<file path="src/rtl/grid_tile_arbiter.sv">
// Maze-tile colour memory for the VGA path: round-robin write arbitration between
// the radio (A) and debug (B) requesters, vblank-only writes, clear sweeps, pixel lookup.
module grid_tile_arbiter #(
  parameter int unsigned GRID_W      = 4,
  parameter int unsigned GRID_H      = 5,
  parameter int unsigned TILE_PX     = 100,
  parameter int unsigned V_VISIBLE   = 480,
  parameter logic [7:0]  CLEAR_COLOR = 8'h00,
  parameter logic [7:0]  BG_COLOR    = 8'h00
) (
  input  logic       CLOCK,
  input  logic       RESET,
  input  logic [9:0] PIXEL_X,
  input  logic [9:0] PIXEL_Y,
  output logic [7:0] PIXEL_COLOR,
  input  logic       A_VALID,
  output logic       A_READY,
  input  logic [2:0] A_TILE_X,
  input  logic [2:0] A_TILE_Y,
  input  logic [7:0] A_COLOR,
  input  logic       B_VALID,
  output logic       B_READY,
  input  logic [2:0] B_TILE_X,
  input  logic [2:0] B_TILE_Y,
  input  logic [7:0] B_COLOR,
  input  logic       CLEAR,
  output logic       BUSY,
  output logic       BAD_WR
);

  localparam int unsigned N_TILES = GRID_W * GRID_H;
  localparam int unsigned IDX_W   = (N_TILES > 1) ? $clog2(N_TILES) : 1;

  localparam logic [0:0] ST_SWEEP = 1'b0;
  localparam logic [0:0] ST_IDLE  = 1'b1;

  logic [7:0]       mem [N_TILES];
  logic [0:0]       state;
  logic [IDX_W-1:0] sweep_idx;
  logic             prefer_b;

  logic             vblank;
  logic             open_grant;
  logic             a_xfer;
  logic             b_xfer;
  logic             wr_bad;
  logic             wr_en;
  logic [2:0]       wr_x;
  logic [2:0]       wr_y;
  logic [7:0]       wr_color;
  logic [IDX_W-1:0] wr_lin;

  logic [9:0]       tx;
  logic [9:0]       ty;
  logic             pix_in;
  logic [IDX_W-1:0] rd_lin;

  always_comb begin
    vblank     = PIXEL_Y >= 10'(V_VISIBLE);
    BUSY       = (state == ST_SWEEP);
    // CLEAR outranks any pending request in the cycle it is seen
    open_grant = (state == ST_IDLE) && !CLEAR && vblank;
    A_READY    = open_grant && A_VALID && (!B_VALID || !prefer_b);
    B_READY    = open_grant && B_VALID && (!A_VALID || prefer_b);
    a_xfer     = A_VALID && A_READY;
    b_xfer     = B_VALID && B_READY;

    wr_x     = A_TILE_X;
    wr_y     = A_TILE_Y;
    wr_color = A_COLOR;
    if (b_xfer) begin
      wr_x     = B_TILE_X;
      wr_y     = B_TILE_Y;
      wr_color = B_COLOR;
    end
    wr_bad = (32'(wr_x) >= GRID_W) || (32'(wr_y) >= GRID_H);
    wr_en  = (a_xfer || b_xfer) && !wr_bad;
    wr_lin = IDX_W'(wr_y) * IDX_W'(GRID_W) + IDX_W'(wr_x);
  end

  always_comb begin
    tx     = PIXEL_X / 10'(TILE_PX);
    ty     = PIXEL_Y / 10'(TILE_PX);
    pix_in = (32'(tx) < GRID_W) && (32'(ty) < GRID_H);
    rd_lin = IDX_W'(ty) * IDX_W'(GRID_W) + IDX_W'(tx);
  end

  always_ff @(posedge CLOCK) begin
    if (!RESET) begin
      if (state == ST_SWEEP) begin
        mem[sweep_idx] <= CLEAR_COLOR;
      end else if (wr_en) begin
        mem[wr_lin] <= wr_color;
      end
    end
  end

  always_ff @(posedge CLOCK) begin
    if (RESET) begin
      state       <= ST_SWEEP;
      sweep_idx   <= '0;
      prefer_b    <= 1'b0;
      PIXEL_COLOR <= '0;
      BAD_WR      <= 1'b0;
    end else begin
      case (state)
        ST_SWEEP: begin
          if (sweep_idx == IDX_W'(N_TILES - 1)) begin
            state     <= ST_IDLE;
            sweep_idx <= '0;
          end else begin
            sweep_idx <= sweep_idx + IDX_W'(1);
          end
        end
        default: begin
          if (CLEAR) begin
            state     <= ST_SWEEP;
            sweep_idx <= '0;
          end
        end
      endcase

      if (a_xfer) begin
        prefer_b <= 1'b1;
      end else if (b_xfer) begin
        prefer_b <= 1'b0;
      end

      BAD_WR <= (a_xfer || b_xfer) && wr_bad;
      // Nonblocking read: a same-cycle write to this entry shows up on the next lookup
      PIXEL_COLOR <= pix_in ? mem[rd_lin] : BG_COLOR;
    end
  end

endmodule

</file>
<file path="config.mk">
export PLATFORM = sky130hd
export DESIGN_NAME = grid_tile_arbiter
export DESIGN_NICKNAME = d
export VERILOG_FILES = /design/src/rtl/grid_tile_arbiter.sv
export SDC_FILE = /design/constraint.sdc
export NUM_CORES = 1
export LEC_CHECK = 0
export CAP_MARGIN = 15
export CORE_ASPECT_RATIO = 0.75
export CORE_MARGIN = 8
export CORE_UTILIZATION = 45
export CTS_BUF_LIST = sky130_fd_sc_hd__clkbuf_2
export CTS_CLUSTER_DIAMETER = 150
export DETAILED_ROUTE_END_ITERATION = 10
export GPL_TIMING_DRIVEN = 0
export PLACE_DENSITY = 0.71
export SLEW_MARGIN = 20
export SYNTH_ARGS = -nofsm -noshare
export SYNTH_HDL_FRONTEND = slang
export SYNTH_SLANG_ARGS = --single-unit
</file>
<file path="constraint.sdc">
create_clock -name CLOCK -period 12.7 [get_ports CLOCK]
set_input_delay 1.905 -clock CLOCK [delete_from_list [all_inputs] [get_ports CLOCK]]
set_output_delay 1.905 -clock CLOCK [all_outputs]
set_load 0.05 [all_outputs]
</file>
==> impl_metrics.yaml, run 1 <==
run_status:
  status: "completed"
final_layout:
  nNetsFinal: 836
  drive_above_1_share_pct: 15.9
  layout-area-overhead-vs-synth_pct: 15.1
  final_area_mm2: 0.00984
  diodes: 0
  utilization_pct: 53.0
  num-fill-cells: 1531
synthesis:
  ys.flop_type: "edfxtp_1"
  syn_inst: 695
  yosysUniqueCellTypes: 71
  async_flop_share_pct: 0
  yosysSeqAreaShare_pct: 59.9
  synth_nets: 753
  syn_avg_cell_area_um2: 12.3
  ys_seq_elements: 176
  synth_area_mm2: 0.00855
  yosys_warnings: 0
  synth-edff-count: 160
critical_path:
  endpoint_kind: "output port"
  cpMaxStageDelayCell: "clkdlybuf4s50_1"
  cp_cell_sequence: "clkdlybuf4s50_1 > buf_2 > a41oi_1 > nor3_2 > nand3_1 > inv_1 > clkbuf_1 > clkdlybuf4s50_1"
  critPathLaunchType: "input pin"
  cp_data_required_time_ns: 10.80
  worstPathArrival_ns: 4.63
  worstPathMaxFanout: 10
  critical_path_class: "in2out"
  crit_path_frequent_cell: "clkdlybuf4s50_1"
  slowest_delay_ns: 0.89
timing:
  grt_setup_unrepaired: "false"
  fin_crit_sh_pct: 51.4
  fmaxAchievable_mhz: 153
  finalSetupViolCount: 0
  maxSlewViolCount: 0
  timing.hold.ws_ns: 0.554
  maxSlewHeadroom_pct: 27.7
  finalSetupTns_ns: 0
  final-hold-violation-count: 0
  finClkSkew_ns: 0.0583
  tightest_slew_ns: 1.08
  finalCriticalPeriod_ns: 6.53
place:
  portBuffers: 57
  placed_cell_area_mm2: 0.00956
  gp_congestion: 0.897
  dp_hpwl_um: 15400
run:
  maxCapViolations: 0
die:
  start_util_pct: 46.1
  rows: 43
  fp.dieW_um: 175
  dieHeight_um: 135
  design.core.area_mm2: 0.0186
  dieArea_mm2: 0.0237
  io_pins: 65
power_and_ir_drop:
  ir_worst_vdd_v: 0.0000718
  p_per_area_mw_per_mm2: 120
  total_power_w: 0.00118
  leakage_nw: 3.16
routing:
  wl_um: 21300
  drc_errors: 0
  wl_per_cell_um: 20.6
  vias: 6151
  drt_first_pass_iters: 6
  vias_per_cell: 5.93
  drt_iter0_drc: 738
  drtAntennaViolNets: 0
clock_tree:
  postCtsHoldBufs: 0
  ctsResizeCount: 0
  path_clk_slew_ns: 0.32
  h-tree-depth: 4
  tritoncts: "yes"
  clk_path_buf_depth: 2
  root_buffer: "clkbuf_2"
  clkLatencyLatePin_ns: 0.77
  cts_setup_buffers: 0
  cts.sinks: 176
  cts_buffers: 17
min_path:
  hold_class: "reg2reg"
global_routing:
  grt_usage_pct: 17.9
  grt.overflow.total: 0
  grt_pass1_vias: 5902
  grt_start_max_net_pins: 21
  grt_first_pass_wirelength_um: 32900
  grt_antenna_before_repair: 0
[cell type report]
class / count / area [um^2] / share of cell area [%]
tap: 247 / 309 / 3.14
multi-input combinational: 468 / 3190 / 32.5
clock inverter: 15 / 185 / 1.88
timing repair buffer: 64 / 653 / 6.64
sequential: 176 / 5120 / 52.1
buffer: 39 / 245 / 2.49
clock buffer: 17 / 85.1 / 0.864
inverter: 12 / 45.0 / 0.458
[state kept, by name (all words and copies together) (netlist names)]
name / cells
sweep_idx: 5
PIXEL_COLOR: 8
prefer_b: 1
BAD_WR: 1
mem: 160
state: 1
[stage by stage]
step | std cells | setup WS, ns
after floorplan | 695 | 7.16
after global placement | 999 | 5.79
after detailed placement | 1006 | 5.48
after CTS | 1038 | 6.13
after global routing | 1038 | 5.87
final | 1038 | 6.17
[cell usage after synthesis (6+ instances only)]
library cell	n	area share (%)
inv_1	12	0.53
nand2b_1	15	1.1
o21ai_0	18	1.1
clkbuf_1	14	0.61
and3_1	8	0.59
nor3_1	30	1.8
nor2b_1	8	0.59
buf_2	10	0.59
edfxtp_1	160	56
nand3_1	12	0.70
a2111oi_0	6	0.61
dfxtp_1	16	3.7
a21boi_0	9	0.79
nor2_1	65	2.9
o22ai_1	9	0.66
a211oi_1	9	0.79
mux2i_1	40	4.7
buf_6	8	1.1
a21oi_1	42	2.5
a22oi_1	7	0.61
nor3b_1	6	0.53
nand2_1	59	2.6
mux2_2	33	4.3
[layout by cell type (no fill, tap or decap), drive strengths merged, types with 4 or more instances in the layout]
| cell | synthesis | final |
|---|---|---|
| o2bb2ai | 4 | 4 |
| clkinv | 0 | 6 |
| nor3 | 31 | 31 |
| o21ai | 22 | 22 |
| nor2b | 8 | 8 |
| nand3 | 12 | 12 |
| ha | 4 | 4 |
| a22o | 4 | 4 |
| a21boi | 10 | 10 |
| buf | 25 | 32 |
| clkdlybuf4s50 | 0 | 57 |
| a21oi | 42 | 42 |
| xnor2 | 5 | 5 |
| nand2b | 15 | 15 |
| and3 | 8 | 8 |
| a211oi | 10 | 10 |
| a21o | 4 | 4 |
| mux2 | 33 | 33 |
| nor2 | 66 | 66 |
| a2111oi | 7 | 7 |
| nand3b | 4 | 4 |
| dfxtp | 16 | 16 |
| inv | 12 | 20 |
| or3 | 5 | 5 |
| clkbuf | 14 | 31 |
| a31oi | 5 | 5 |
| o22ai | 9 | 9 |
| mux2i | 40 | 40 |
| o31ai | 5 | 5 |
| nor3b | 8 | 8 |
| a22oi | 7 | 7 |
| nand2 | 59 | 59 |
| edfxtp | 160 | 160 |
[layer usage]
layer	global-route usage, %	up-vias	wire length, um
li1	-	2820	-
met1	25.9	3011	9810
met2	27.2	295	9450
met3	4.12	25	1880
met4	3.66	0	199
met5	0	-	0
[final timing paths]
check | startpoint | to | slack, ns | depth (start not counted)
worst min-delay path | prefer_b | prefer_b | 0.55 | 2
worst min register to register | prefer_b | prefer_b | 0.55 | 2
worst max register to register | state | mem[14][6] | 8.33 | 13
worst max-delay path | PIXEL_Y[5] | B_READY | 6.17 | 8
[kinds of logic after synthesis]
| group | count (synthesis) | share of synthesized area, % |
|---|---|---|
| compound gates | 157 | 13.1 |
| mux | 74 | 9.29 |
| flops | 176 | 59.9 |
| buf+inv | 51 | 3.40 |
| simple gates | 226 | 12.9 |
| xor+xnor | 6 | 0.615 |
| fa+ha+maj | 5 | 0.820 |
[power by group]
| part | switching (W) | internal [W] |
|---|---|---|
| clock | 0.000233 | 0.0000714 |
| combinational | 0.000146 | 0.0000989 |
| sequential | 0.00000318 | 0.000633 |
| total | 0.000381 | 0.000803 |
[worst max-delay path, delay by kind of cell]
kind            cells  cell delay [ns]
simple gates        2             0.50
buf+inv             5             2.02
compound gates      1             0.18
No activity file was read; power rests on OpenSTA's default activity.
==> inputs of run 2 (changes only) <==
==> constraint.sdc (replaced) <==
create_clock -name CLOCK -period 6.1 [get_ports CLOCK]
set_input_delay 0.915 -clock CLOCK [delete_from_list [all_inputs] [get_ports CLOCK]]
set_output_delay 0.915 -clock CLOCK [all_outputs]
set_load 0.05 [all_outputs]
==> results of run 2 <==
Same layout as run 1 (identical final DEF). Status: completed.
Main changes from that run: setup slack after placement 5.48 ns -> -0.130 ns; setup slack after layout 6.17 ns -> 0.609 ns; start point of the critical path PIXEL_Y[5] -> PIXEL_Y[7]; end point of the critical path B_READY -> PIXEL_COLOR[7]; register-to-register setup slack 8.33 ns -> 1.73 ns; total power 0.00118 W -> 0.00247 W; worst IR drop on VDD 0.0000718 V -> 0.000150 V
==> inputs of run 3 (changes only) <==
--- a/config.mk
+++ b/config.mk
@@ -13,7 +13,6 @@
 export CTS_CLUSTER_DIAMETER = 150
 export DETAILED_ROUTE_END_ITERATION = 10
 export GPL_TIMING_DRIVEN = 0
-export PLACE_DENSITY = 0.71
 export SLEW_MARGIN = 20
 export SYNTH_ARGS = -nofsm -noshare
 export SYNTH_HDL_FRONTEND = slang
==> run 3 against run 2 <==
Effect of this change:
- sequential power about the same
- cell area is essentially flat
- maximum frequency down 4.2%
- clock power is 7.9% lower
- critical path depth stayed put
- die area is the same
- first-iteration DRC count decreased by 8.9%
- non-clock buffer count rose by 3
- critical endpoint is now PIXEL_COLOR[2]
- highest routed layer unchanged
==> impl_metrics.yaml, run 3 (same netlist as run 1, synthesis figures left out) <==
final_layout:
  top_register: "mem"
  layout-area-overhead-vs-synth_pct: 15.1
  num-fill-cells: 1611
  diodes: 0
  drive_above_1_share_pct: 16.4
  utilization_pct: 53.0
  largest_register_ffs: 160
  finalNonFillerCells: 1041
  nNetsFinal: 839
  reg_top3: "mem: 160 flops, PIXEL_COLOR: 8 flops, sweep_idx: 5 flops"
  layout_commonest_cell: "edfxtp_1"
  layout_common_cells: "edfxtp_1, nor2_1, nand2_1, clkdlybuf4s50_1, mux2i_1"
place:
  portBuffers: 57
  gp_congestion: 0.883
  pre_cts_ws_ns: -0.286
  dp.cells: 1009
  dp_hpwl_um: 16100
critical_path:
  worstPathMaxFanout: 10
  critical_path_class: "in2reg"
  cp_data_required_time_ns: 6.74
  r2r_cells: 13
  worstPathArrival_ns: 6.37
  critPathLaunchType: "input pin"
  r2r_setup_slack_ns: 1.86
  endpoint_kind: "register"
  regToRegEndpoint: "mem[14][3]"
  crit_path_end: "PIXEL_COLOR[2]"
  r2r-start: "state"
  cp-startpoint: "PIXEL_Y[7]"
die:
  rows: 43
  fp.dieW_um: 175
  design.core.area_mm2: 0.0186
  dieArea_mm2: 0.0237
  dieHeight_um: 135
  start_util_pct: 46.1
  io_pins: 65
global_routing:
  grt.overflow.total: 0
  grt_start_max_net_pins: 19
  grt_usage_pct: 18.6
  grt_pass1_vias: 5912
  grt_antenna_before_repair: 0
  grt_first_pass_wirelength_um: 33800
timing:
  fmaxAchievable_mhz: 174
  worst_slack_ns: 0.368
  finalSetupTns_ns: 0
  tightest_slew_ns: 1.14
  finClkSkew_ns: 0.0342
  grt_setup_unrepaired: "false"
  fin_crit_sh_pct: 94.0
  final-hold-violation-count: 0
  maxSlewViolCount: 0
  finalCriticalPeriod_ns: 5.73
  finalSetupViolCount: 0
  maxSlewHeadroom_pct: 21.8
power_and_ir_drop:
  ir_worst_vdd_v: 0.000102
  p_per_area_mw_per_mm2: 246
  leakage_nw: 3.17
  total_power_w: 0.00242
clock_tree:
  cts.sinks: 176
  h-tree-depth: 4
  postCtsHoldBufs: 0
  clk_path_buf_depth: 2
  cts_buffers: 17
  path_clk_slew_ns: 0.26
  tritoncts: "yes"
  root_buffer: "clkbuf_2"
  ctsResizeCount: 0
  clkLatencyLatePin_ns: 0.71
  cts_setup_buffers: 0
routing:
  wl_um: 22000
  drc_errors: 0
  drt_iter0_drc: 672
  wl_per_cell_um: 21.1
  drtAntennaViolNets: 0
  vias: 6057
  vias_per_cell: 5.82
  drt_first_pass_iters: 5
run:
  maxCapViolations: 0
run_status:
  status: "completed"
min_path:
  hold_class: "reg2reg"
==> run 3: worst max-delay path, stage by stage <==
cell	delay, ns
clkdlybuf4s50_1	0.57
clkbuf_1	0.40
o21ai_0	0.23
o31ai_1	0.23
a211oi_1	0.14
a221oi_1	0.35
a31oi_1	0.09
o211a_1	0.17
inv_1	0.09
o21ai_0	0.11
ha_1	0.23
fa_1	0.62
clkbuf_1	0.31
clkbuf_1	0.33
nand2_1	0.13
nor2_1	0.04
a2111oi_0	0.96
nor3_1	0.22
and3_1	0.25
==> run 3: layout make-up <==
| type | count | area (um^2) | area share, % |
|---|---|---|---|
| multi-input cells | 468 | 3210 | 32.6 |
| inverters | 12 | 45.0 | 0.458 |
| clock inverters | 14 | 131 | 1.34 |
| flip-flops and latches | 176 | 5120 | 52.1 |
| repair buffers | 67 | 687 | 6.98 |
| well taps | 247 | 309 | 3.14 |
| plain buffers | 39 | 245 | 2.49 |
| clock buffers | 18 | 90.1 | 0.916 |
==> run 3: routing by layer <==
| layer | global-route usage, % | vias to the layer above | share of wire, % |
|---|---|---|---|
| met5 | 0 | - | 0 |
| met4 | 3.71 | 0 | 0.85 |
| met3 | 4.46 | 20 | 8.4 |
| li1 | - | 2827 | - |
| met1 | 27.5 | 2938 | 48 |
| met2 | 27.2 | 272 | 43 |
==> run 3: how the worst min path moves through the flow <==
stage          startpoint  endpoint  slack [ns]  cells past startpoint
5_1_grt          prefer_b  prefer_b        0.59                      2
2_1_floorplan    prefer_b  prefer_b        0.49                      2
3_3_place_gp     prefer_b  prefer_b        0.50                      2
4_1_cts          prefer_b  prefer_b        0.54                      2
6_report         prefer_b  prefer_b        0.54                      2
3_5_place_dp     prefer_b  prefer_b        0.51                      2
==> run 3: power breakdown <==
group	switching, W	internal [W]	total [W]
Sequential	0.00000621	0.00132	0.00132
Clock	0.000426	0.000156	0.000583
Combinational	0.000304	0.000206	0.000510
==> run 3: metrics by stage <==
step,area (um^2),hold WS [ns]
2_1_floorplan,8550,0.491
3_3_place_gp,9430,0.504
3_5_place_dp,9590,0.512
4_1_cts,9810,0.541
5_1_grt,9840,0.590
6_report,9840,0.539
